<file path="config.mk">
export PLATFORM = sky130hd
export DESIGN_NAME = text_banner_ctrl_flat
export DESIGN_NICKNAME = d
export VERILOG_FILES = /design/src/rtl/text_banner_ctrl_if.sv /design/src/rtl/text_banner_ctrl.sv /design/src/flat_wrapper.sv
export SDC_FILE = /design/constraint.sdc
export NUM_CORES = 1
export LEC_CHECK = 0
export BUFFER_PORTS_ARGS = -buffer_cell sky130_fd_sc_hd__buf_4
export CAP_MARGIN = 20
export CORE_ASPECT_RATIO = 1.25
export CORE_UTILIZATION = 55
export CTS_CLUSTER_SIZE = 20
export DETAILED_ROUTE_END_ITERATION = 6
export PLACE_DENSITY = 0.83
export SYNTH_ARGS = -nofsm -noshare
export SYNTH_HDL_FRONTEND = slang
export SYNTH_SLANG_ARGS = --single-unit
</file>
<file path="constraint.sdc">
create_clock -name iVGA_CLK -period 3.2 [get_ports iVGA_CLK]
set_clock_uncertainty 0.05 [all_clocks]
set_input_delay 0.16 -clock iVGA_CLK [delete_from_list [all_inputs] [get_ports iVGA_CLK]]
set_output_delay 0.16 -clock iVGA_CLK [all_outputs]
set_load 0.1 [all_outputs]
</file>
<file path="src/rtl/text_banner_ctrl_if.sv">
// Purpose: bundles the scan, request, ROM and overlay signals between the game/VGA side and the banner sequencer.
// Latency: none, this file holds wiring only.
// Backpressure: none; every signal is sampled or driven on each pixel clock.
interface text_banner_ctrl_if;
  logic [9:0]  iVGA_X;
  logic [9:0]  iVGA_Y;
  logic        iFRAME_START;
  logic [3:0]  iREQ;
  logic        iCLR;
  logic        iROM_Q;
  logic [14:0] oROM_ADDR;
  logic [2:0]  oRGB;
  logic        oBUSY;
  logic [1:0]  oBANNER_ID;

  // sequencer side
  modport slave (
    input  iVGA_X, iVGA_Y, iFRAME_START, iREQ, iCLR, iROM_Q,
    output oROM_ADDR, oRGB, oBUSY, oBANNER_ID
  );

  // game logic / VGA side
  modport master (
    output iVGA_X, iVGA_Y, iFRAME_START, iREQ, iCLR, iROM_Q,
    input  oROM_ADDR, oRGB, oBUSY, oBANNER_ID
  );
endinterface

</file>
<file path="src/rtl/text_banner_ctrl.sv">
// Purpose: arbitrates banner requests, times banners in frames with blinking, and drives the shared banner ROM address and overlay colour.
// Latency: oROM_ADDR 1 clock after X/Y, oRGB 3 clocks after X/Y; state changes land only on frame-start cycles. iCLR is the exception and takes effect at once.
// Backpressure: none; one-cycle request pulses latch into a pending register. Optional preemption is enabled by TEXT_BANNER_PREEMPT_EN.
module text_banner_ctrl #(
  parameter int          BANNER_X     = 350,
  parameter int          BANNER_Y     = 300,
  parameter int          BANNER_W     = 120,
  parameter int          BANNER_H     = 48,
  parameter int          SHOW_FRAMES  = 180,
  parameter int          BLINK_PERIOD = 16,
  parameter logic [2:0]  FG_RGB       = 3'b001
) (
  input  logic              iVGA_CLK,
  input  logic              iRST_n,
  text_banner_ctrl_if.slave bus
);

  typedef enum logic [1:0] {ST_IDLE, ST_SHOW, ST_GAP} state_t;

  localparam logic [9:0]  BX_FIRST = 10'(BANNER_X);
  localparam logic [9:0]  BX_LAST  = 10'(BANNER_X + BANNER_W - 1);
  localparam logic [9:0]  BY_FIRST = 10'(BANNER_Y);
  localparam logic [9:0]  BY_LAST  = 10'(BANNER_Y + BANNER_H - 1);
  localparam logic [14:0] ROW_W    = 15'(BANNER_W);
  localparam logic [14:0] BANK_SZ  = 15'(BANNER_W * BANNER_H);
  localparam logic [7:0]  SF_LAST  = 8'(SHOW_FRAMES - 1);
  localparam logic [7:0]  BP_LAST  = 8'(BLINK_PERIOD - 1);

  state_t      state_q;
  logic [3:0]  pend_q, pend_d;
  logic [1:0]  id_q;
  logic [7:0]  frame_cnt_q;
  logic [7:0]  blink_cnt_q;
  logic        vis_q;
  logic        busy_q;
  logic [14:0] addr_q, addr_d;
  logic        win1_q, win2_q;
  logic [2:0]  rgb_q;

  logic [3:0]  sel;
  logic        top_vld;
  logic [1:0]  top_id;
  logic        pick;
  logic [1:0]  pick_id;
  logic        in_win;
  logic [9:0]  dx, dy;

  // Priority pick over pending plus same-cycle requests; decides whether this frame start takes a banner
  always_comb begin
    sel     = pend_q | bus.iREQ;
    top_vld = |sel;
    top_id  = 2'd0;
    if (sel[3])      top_id = 2'd3;
    else if (sel[2]) top_id = 2'd2;
    else if (sel[1]) top_id = 2'd1;
    pick    = 1'b0;
    pick_id = top_id;
    if (bus.iFRAME_START) begin
      unique case (state_q)
        ST_IDLE, ST_GAP: pick = top_vld;
        ST_SHOW: begin
`ifdef TEXT_BANNER_PREEMPT_EN
          if (top_vld && (top_id > id_q)) begin
            pick = 1'b1;
          end else
`endif
          if (sel[id_q]) begin
            // re-request of the shown banner restarts it
            pick    = 1'b1;
            pick_id = id_q;
          end
        end
        default: ;
      endcase
    end
    pend_d = sel & ~(pick ? (4'b0001 << pick_id) : 4'b0000);
  end

  // Window test and ROM address for the current scan position
  always_comb begin
    in_win = (bus.iVGA_X >= BX_FIRST) && (bus.iVGA_X <= BX_LAST) &&
             (bus.iVGA_Y >= BY_FIRST) && (bus.iVGA_Y <= BY_LAST);
    dx     = bus.iVGA_X - BX_FIRST;
    dy     = bus.iVGA_Y - BY_FIRST;
    addr_d = 15'd0;
    if (in_win) begin
      addr_d = (BANK_SZ * {13'd0, id_q}) + ({5'd0, dy} * ROW_W) + {5'd0, dx};
    end
  end

  // Banner sequencer: moves only on frame start so a banner never tears mid-frame; iCLR overrides
  always_ff @(posedge iVGA_CLK or negedge iRST_n) begin
    if (!iRST_n) begin
      state_q     <= ST_IDLE;
      pend_q      <= 4'd0;
      id_q        <= 2'd0;
      frame_cnt_q <= 8'd0;
      blink_cnt_q <= 8'd0;
      vis_q       <= 1'b1;
      busy_q      <= 1'b0;
    end else if (bus.iCLR) begin
      state_q     <= ST_IDLE;
      pend_q      <= 4'd0;
      frame_cnt_q <= 8'd0;
      blink_cnt_q <= 8'd0;
      vis_q       <= 1'b1;
      busy_q      <= 1'b0;
    end else begin
      pend_q <= pend_d;
      if (pick) begin
        state_q     <= ST_SHOW;
        id_q        <= pick_id;
        frame_cnt_q <= 8'd0;
        blink_cnt_q <= 8'd0;
        vis_q       <= 1'b1;
        busy_q      <= 1'b1;
      end else if (bus.iFRAME_START) begin
        unique case (state_q)
          ST_SHOW: begin
            if (frame_cnt_q == SF_LAST) begin
              state_q <= ST_GAP;
            end else begin
              frame_cnt_q <= frame_cnt_q + 8'd1;
              if (BLINK_PERIOD > 0) begin
                if (blink_cnt_q == BP_LAST) begin
                  blink_cnt_q <= 8'd0;
                  vis_q       <= ~vis_q;
                end else begin
                  blink_cnt_q <= blink_cnt_q + 8'd1;
                end
              end
            end
          end
          ST_GAP: begin
            state_q <= ST_IDLE;
            busy_q  <= 1'b0;
          end
          default: ;
        endcase
      end
    end
  end

  // Pixel pipeline: address and window flag, then window delayed to meet ROM data, then colour
  always_ff @(posedge iVGA_CLK or negedge iRST_n) begin
    if (!iRST_n) begin
      addr_q <= 15'd0;
      win1_q <= 1'b0;
      win2_q <= 1'b0;
      rgb_q  <= 3'b000;
    end else begin
      addr_q <= addr_d;
      win1_q <= in_win & ~bus.iCLR;
      win2_q <= win1_q & ~bus.iCLR;
      rgb_q  <= (win2_q && !bus.iCLR && (state_q == ST_SHOW) && vis_q && bus.iROM_Q)
                ? FG_RGB : 3'b000;
    end
  end

  assign bus.oROM_ADDR  = addr_q;
  assign bus.oRGB       = rgb_q;
  assign bus.oBUSY      = busy_q;
  assign bus.oBANNER_ID = id_q;

endmodule

</file>
<file path="src/flat_wrapper.sv">
// flat-port wrapper written by rule: the top's interface ports become plain ports
module text_banner_ctrl_flat 
#(
  parameter int          BANNER_X     = 350,
  parameter int          BANNER_Y     = 300,
  parameter int          BANNER_W     = 120,
  parameter int          BANNER_H     = 48,
  parameter int          SHOW_FRAMES  = 180,
  parameter int          BLINK_PERIOD = 16,
  parameter logic [2:0]  FG_RGB       = 3'b001
)
  (iVGA_CLK, iRST_n, bus_iVGA_X, bus_iVGA_Y, bus_iFRAME_START, bus_iREQ, bus_iCLR, bus_iROM_Q, bus_oROM_ADDR, bus_oRGB, bus_oBUSY, bus_oBANNER_ID);
  text_banner_ctrl_if bus_i ();
  input  logic iVGA_CLK;
  input  logic iRST_n;
  input wire logic [$bits(bus_i.iVGA_X)-1:0] bus_iVGA_X;
  input wire logic [$bits(bus_i.iVGA_Y)-1:0] bus_iVGA_Y;
  input wire logic [$bits(bus_i.iFRAME_START)-1:0] bus_iFRAME_START;
  input wire logic [$bits(bus_i.iREQ)-1:0] bus_iREQ;
  input wire logic [$bits(bus_i.iCLR)-1:0] bus_iCLR;
  input wire logic [$bits(bus_i.iROM_Q)-1:0] bus_iROM_Q;
  output wire logic [$bits(bus_i.oROM_ADDR)-1:0] bus_oROM_ADDR;
  output wire logic [$bits(bus_i.oRGB)-1:0] bus_oRGB;
  output wire logic [$bits(bus_i.oBUSY)-1:0] bus_oBUSY;
  output wire logic [$bits(bus_i.oBANNER_ID)-1:0] bus_oBANNER_ID;
  assign bus_i.iVGA_X = bus_iVGA_X;
  assign bus_i.iVGA_Y = bus_iVGA_Y;
  assign bus_i.iFRAME_START = bus_iFRAME_START;
  assign bus_i.iREQ = bus_iREQ;
  assign bus_i.iCLR = bus_iCLR;
  assign bus_i.iROM_Q = bus_iROM_Q;
  assign bus_oROM_ADDR = bus_i.oROM_ADDR;
  assign bus_oRGB = bus_i.oRGB;
  assign bus_oBUSY = bus_i.oBUSY;
  assign bus_oBANNER_ID = bus_i.oBANNER_ID;
  text_banner_ctrl #(.BANNER_X(BANNER_X), .BANNER_Y(BANNER_Y), .BANNER_W(BANNER_W), .BANNER_H(BANNER_H), .SHOW_FRAMES(SHOW_FRAMES), .BLINK_PERIOD(BLINK_PERIOD), .FG_RGB(FG_RGB)) u_core (.iVGA_CLK(iVGA_CLK), .iRST_n(iRST_n), .bus(bus_i));
endmodule
</file>
## Word-level counts from Yosys, hierarchy flattened

Cells that the tools add are included.

| operators by class | value |
|---|---|
| $add $sub $neg | 6 |
| $mul | 2 |
| order comparisons | 5 |
| equality and inequality tests | 6 |
| shift operators | 1 |
| multiplexer cells | 41 |
| bitwise logic cells | 7 |
| reduce and logical (&&, ||, !) cells | 21 |

Operators by type and width:

| kind | count |
|---|---|
| 2-to-1 mux 8 bit | 11 |
| >= comparator 10 x 9 -> 1 bit (second input constant) | 2 |
| less-or-equal comparator 10 x 9 -> 1 bit (second input constant) | 2 |
| subtractor 10 x 9 -> 10 bit (second input constant) | 2 |
| 2-to-1 mux 2 bit | 9 |
| adder 8 x 1 -> 8 bit (second input constant) | 2 |
| adder 15 x 10 -> 15 bit | 1 |
| adder 15 bit | 1 |
| 2-to-1 mux 1 bit | 15 |
| 2-to-1 mux 15 bit | 1 |
| multiplier 10 x 4 -> 12 bit (second input constant) | 1 |
| nonzero test 3 bit | 4 |
| == test 8 x 4 -> 1 bit (second input constant) | 1 |
| == test 8 bit (second input constant) | 1 |
| multiplier 6 x 2 -> 8 bit (first input constant) | 1 |
| 2-to-1 mux 4 bit | 2 |
| logical AND 1 bit | 7 |
| AND reduction 3 bit | 2 |
| bitwise AND 4 bit | 1 |
| != test 4 x 2 -> 1 bit (second input constant) | 1 |
| inverter 4 bit | 1 |
| bitwise OR 4 bit | 1 |
| case mux 2 bit (2 select lines) | 1 |
| AND reduction 2 bit | 2 |
| other kinds (15) | 17 |

| word-level totals | value |
|---|---|
| register bits after elaboration | 46 |
| bits of input ports | 29 |
| output and inout port bits | 21 |
| logic and storage cells | 100 |

## Logic depth before layout (Yosys ltp)

| depth | value |
|---|---|
| depth in word-level cells | 12 |
| depth in mapped cells | 21 |
| depth with buffers taken out | 21 |

## Worst setup path after synthesis

OpenSTA, ideal clock, no wires.

| timing | value |
|---|---|
| path type | input-to-reg |
| start | in bus_iVGA_Y[2] |
| end | reg u_core.addr_q[14] (netlist: u_core.bus.oROM_ADDR[14]) |
| setup time | 127 ps |
| data arrival time | 4314 ps |
| data required time | 3023 ps |
| setup slack | -1291 ps |
| stages on the path | 18 |
| path buffers | 0 |
| path through | ha_1 > o21ai_0 > xnor2_1 > inv_1 > ha_1 > inv_1 > fa_1 > inv_1 > ha_1 > a21oi_1 > xnor2_1 > ha_1 > ha_1 > or3_1 > o32ai_1 > o21ai_0 > xnor3_1 > nor2b_4 |

| on the way | value |
|---|---|
| longest elaborated chain between the ends | 5 |
| elaborated cells on any way between the ends | 9 |
| those cells by class | 3 x add/sub; 1 x mul; 2 x order compare; 1 x mux; 2 x reduce/logical |

Ends and longest elaborated chain:

| element | line | text |
|---|---|---|
| start: declaration | flat_wrapper.sv:17 | `input wire logic [$bits(bus_i.iVGA_Y)-1:0] bus_iVGA_Y;` |
| subtractor 10 x 9 -> 10 bit | text_banner_ctrl.sv:84 | `dy = bus.iVGA_Y - BY_FIRST;` |
| multiplier 10 x 4 -> 12 bit | text_banner_ctrl.sv:87 | `addr_d = (BANK_SZ * {13'd0, id_q}) + ({5'd0, dy} * ROW_W) + {5'd0, dx};` |
| adder 15 bit | text_banner_ctrl.sv:87 |  |
| adder 15 x 10 -> 15 bit | text_banner_ctrl.sv:87 |  |
| 2-to-1 mux 15 bit (*) | text_banner_ctrl.sv:86 | `if (in_win) begin` |
| via u_core.addr_d[14] | text_banner_ctrl.sv:36 | `logic [14:0] addr_q, addr_d;` |
| end signal: assignment | text_banner_ctrl.sv:152 | `addr_q <= addr_d;` |
| end: declaration | text_banner_ctrl.sv:36 |  |

Mark *: on every way through the listed nets, which the timed path passes. The rest lies on a longest branch.
A chain may end at the register's enable or synchronous reset.

## Worst setup path after layout

Ends and elaborated chain as after synthesis.

==> metrics.yaml <==
floorplan:
  die_w_um: 75.1
  floorplan.initialDensity_pct: 58.1
  num_rows: 32
  die_area_um2: 7020
  die_y_um: 93.4
  coreArea_um2: 6330
  top_level_ports: 50
sta:
  slew_viol_final: 0
  rsz0062_at_grt: "true"
  period_share_pct: 128
  tightestPinTransition_ns: 0.858
  setup_viol: 7
  layout_setup_ws_ns: -0.898
  setup_tns_ns: -3.97
  fmax_ghz: 0.244
  fin_crit_ns: 4.10
  slew_headroom_pct: 42.6
  final_hold_viol_count: 0
global_route:
  grt_pass1_wl_mm: 14.6
  grt_pass1_vias: 3408
  grt_max_degree: 45
  grt_usage_pct: 27.3
  antenna_found_initial: 0
  overflow: 0
power_and_ir_drop:
  pwr_density_cell_nw_per_um2: 1070
  clkPwrFrac_pct: 6.3
  internal_power_mw: 3.13
  irDropWorstVdd_mv: 0.869
  p_leak_nw: 2.47
  power_frac_comb_pct: 82.7
  p_seq_share_pct: 11.0
  p_switching_mw: 2.35
  netSwitchingFraction_pct: 42.9
min_path:
  hold_start: "bus_iVGA_X[0]"
  min_path_cells: 3
  holdPathEnd: "u_core.bus.oROM_ADDR[0]$_DFF_PN0_"
  hold_path.class: "in -> reg"
finish:
  final_cells: 609
  syn_to_final_growth_pct: 39.3
  layout_commonest_cell: "buf_4"
  drive_gt1_share_pct: 34.4
  layout_common_cells: "buf_4, nor2_1, inv_1, dfrtp_1, ha_1"
  diodes: 0
  final_nets: 608
worst_setup_path:
  cp_data_required_time_ns: 3.31
  r2r_end: "u_core.bus.oROM_ADDR[13]$_DFF_PN0_"
  cp_max_fo: 5
  reg2regPathDepth: 11
  r2r-start: "u_core.bus.oBANNER_ID[0]$_DFFE_PN0P_"
  worstPathArrival_ns: 4.21
  startpoint_type: "input port"
  path_class: "in -> reg"
  regToRegSetupSlack_ns: 0.30
  cp-end-kind: "register"
logic_synthesis:
  syn_area_per_cell_um2: 8.95
  synth.distinct_cells: 49
  synth_edf_count: 0
  synth_flop_cell: "dfrtp_1"
  synthCells: 411
  ys_ff_latch: 44
  async_flop_share_pct: 100
  synth.yosys.seq_area_share_pct: 30.0
  yosysWarnings: 0
  netlist_area_um2: 3680
run_status:
  failed_checks: "negative setup slack"
  status: "finished, violations left"
clock_network:
  cts.clk_slew.worst_paths_ns: 0.09
  cts_root_buf: "clkbuf_8"
  cts_tree: "yes"
  cts_sinks: 44
  htreeDepth: 2
  clk_latency_ns: 0.30
  cts_buffer_depth: 2
  cts_buffers: 5
drt:
  firstDrtPassIters: 4
  drt_first_iter_violations: 110
  antenna_left: 0
  wirelength_mm: 9.17
  drc: 0
  dr_total_vias: 3352
  post_drt_wl_per_cell_um: 15.1
  vias_per_cell: 5.50
place:
  place.gp.congestion: 0.877
  io_buffer_count: 47
  dp.cells: 594
  dp_hpwl_mm: 6.66
flow_run:
  cap_viol_max_count: 0
registers in the layout, indices dropped and copies added, names as in the netlist:
name                   count
u_core.win1_q              1
u_core.vis_q               1
u_core.frame_cnt_q         8
u_core.pend_q              4
u_core.blink_cnt_q         8
u_core.win2_q              1
u_core.bus.oBUSY           1
u_core.state_q             2
u_core.bus.oRGB            1
u_core.bus.oROM_ADDR      15
u_core.bus.oBANNER_ID      2
power by group through the flow:
stage	Clock (mW)	Combinational [mW]	Sequential [mW]
final	0.344	4.53	0.602
after global routing	0.367	4.90	0.605
after CTS	0.342	4.32	0.601
after detailed placement	0	3.82	0.612
after global placement	0	3.66	0.610
after floorplan	0	2.52	0.696
logic make-up after synthesis:
family / after synthesis / synth area share, %
other cells: 1 / 0.102
mux: 4 / 1.16
flops: 44 / 30.0
fa+ha+maj: 57 / 22.0
xor+xnor: 49 / 12.0
simple gates: 122 / 16.1
buf+inv: 59 / 6.26
compound gates: 75 / 12.4
worst max-delay path, cell delays in order:
cell        delay (ns)
buf_12            0.10
clkinvlp_4        0.12
fa_1              0.50
fa_1              0.55
inv_2             0.05
fa_2              0.36
nor2b_2           0.14
o21ai_2           0.06
nand2b_1          0.14
a21o_1            0.17
a21oi_2           0.08
o21ai_1           0.15
xor2_1            0.22
ha_2              0.24
xor2_2            0.16
xnor2_1           0.15
xnor2_1           0.16
xnor2_1           0.15
xnor3_1           0.42
nor2b_4           0.13
worst max path at each step:
stage / cells past startpoint / from / endpoint / slack, ns
final: 20 / bus_iVGA_Y[2] / u_core.bus.oROM_ADDR[14]$_DFF_PN0_ / -0.90
after detailed placement: 20 / bus_iVGA_Y[2] / u_core.bus.oROM_ADDR[14]$_DFF_PN0_ / -1.21
after global placement: 20 / bus_iVGA_Y[2] / u_core.bus.oROM_ADDR[14]$_DFF_PN0_ / -1.05
after floorplan: 17 / bus_iVGA_Y[2] / u_core.bus.oROM_ADDR[14]$_DFF_PN0_ / -0.76
after CTS: 21 / bus_iVGA_Y[3] / u_core.bus.oROM_ADDR[14]$_DFF_PN0_ / -0.76
after global routing: 20 / bus_iVGA_Y[2] / u_core.bus.oROM_ADDR[14]$_DFF_PN0_ / -1.06
routing by layer:
metal / vias up / track usage [%] / wire, um
met5: - / 0 / 0
met3: 26 / 3.45 / 270
met2: 88 / 53.8 / 5120
met1: 1648 / 28.4 / 3500
li1: 1590 / - / -
met4: 0 / 9.57 / 282
cell type report:
| class | instances | area, um^2 |
|---|---|---|
| Clock inverter | 2 | 12.5 |
| Inverter | 52 | 201 |
| Clock buffer | 6 | 72.6 |
| Timing Repair Buffer | 111 | 875 |
| Tap cell | 85 | 106 |
| Fill cell | 396 | 1200 |
| Sequential cell | 44 | 1100 |
| Multi-Input combinational cell | 309 | 2750 |
synthesized netlist by cell type, types with 2 or more instances:
library cell / n / area (um^2)
xnor2_1: 28 / 245
mux2i_1: 2 / 20.0
clkbuf_1: 4 / 15.0
xor2_1: 20 / 175
a21o_1: 5 / 37.5
nor2b_1: 8 / 50.1
mux2_2: 2 / 22.5
nand3_1: 12 / 60.1
dfrtp_1: 43 / 1080
or3_1: 3 / 18.8
o21a_1: 2 / 15.0
o31ai_1: 2 / 15.0
and3_1: 2 / 12.5
a21oi_1: 24 / 120
nor3b_1: 2 / 15.0
nor4_1: 2 / 12.5
nor2_1: 50 / 188
buf_4: 2 / 15.0
fa_1: 13 / 260
nand4_1: 3 / 18.8
a22oi_1: 2 / 15.0
o21ai_0: 21 / 105
inv_1: 52 / 195
and2b_1: 2 / 15.0
ha_1: 43 / 538
nand2b_1: 7 / 43.8
nor3_1: 8 / 40.0
nand2_1: 17 / 63.8
a211oi_1: 7 / 52.6
a31oi_1: 4 / 25.0
repair_timing:
action / 4_1_cts / 5_1_grt
gates resized for setup: 34 / 7
hold endpoints to repair: 43 / 0
hold buffers: 1 / 0
setup endpoints to repair: 8 / 8
pin swaps: 21 / 10
setup buffers: 5 / 2
cloned: 0 / 0
per-stage QoR:
| stage | area [um^2] | hold slack [ns] | util (%) | power (mW) | worst slack [ns] |
|---|---|---|---|---|---|
| 5_1_grt | 5120 | 0.0198 | 81.0 | 5.87 | -1.06 |
| 2_1_floorplan | 3960 | -0.186 | - | 3.22 | -0.763 |
| 3_3_place_gp | 4810 | 0.130 | 76.0 | 4.27 | -1.05 |
| 6_report | 5120 | 0.0212 | 81.0 | 5.47 | -0.898 |
| 4_1_cts | 5080 | 0.0242 | 80.3 | 5.27 | -0.758 |
| 3_5_place_dp | 4810 | 0.133 | 76.0 | 4.43 | -1.21 |
No activity file was read; power rests on OpenSTA's default activity.
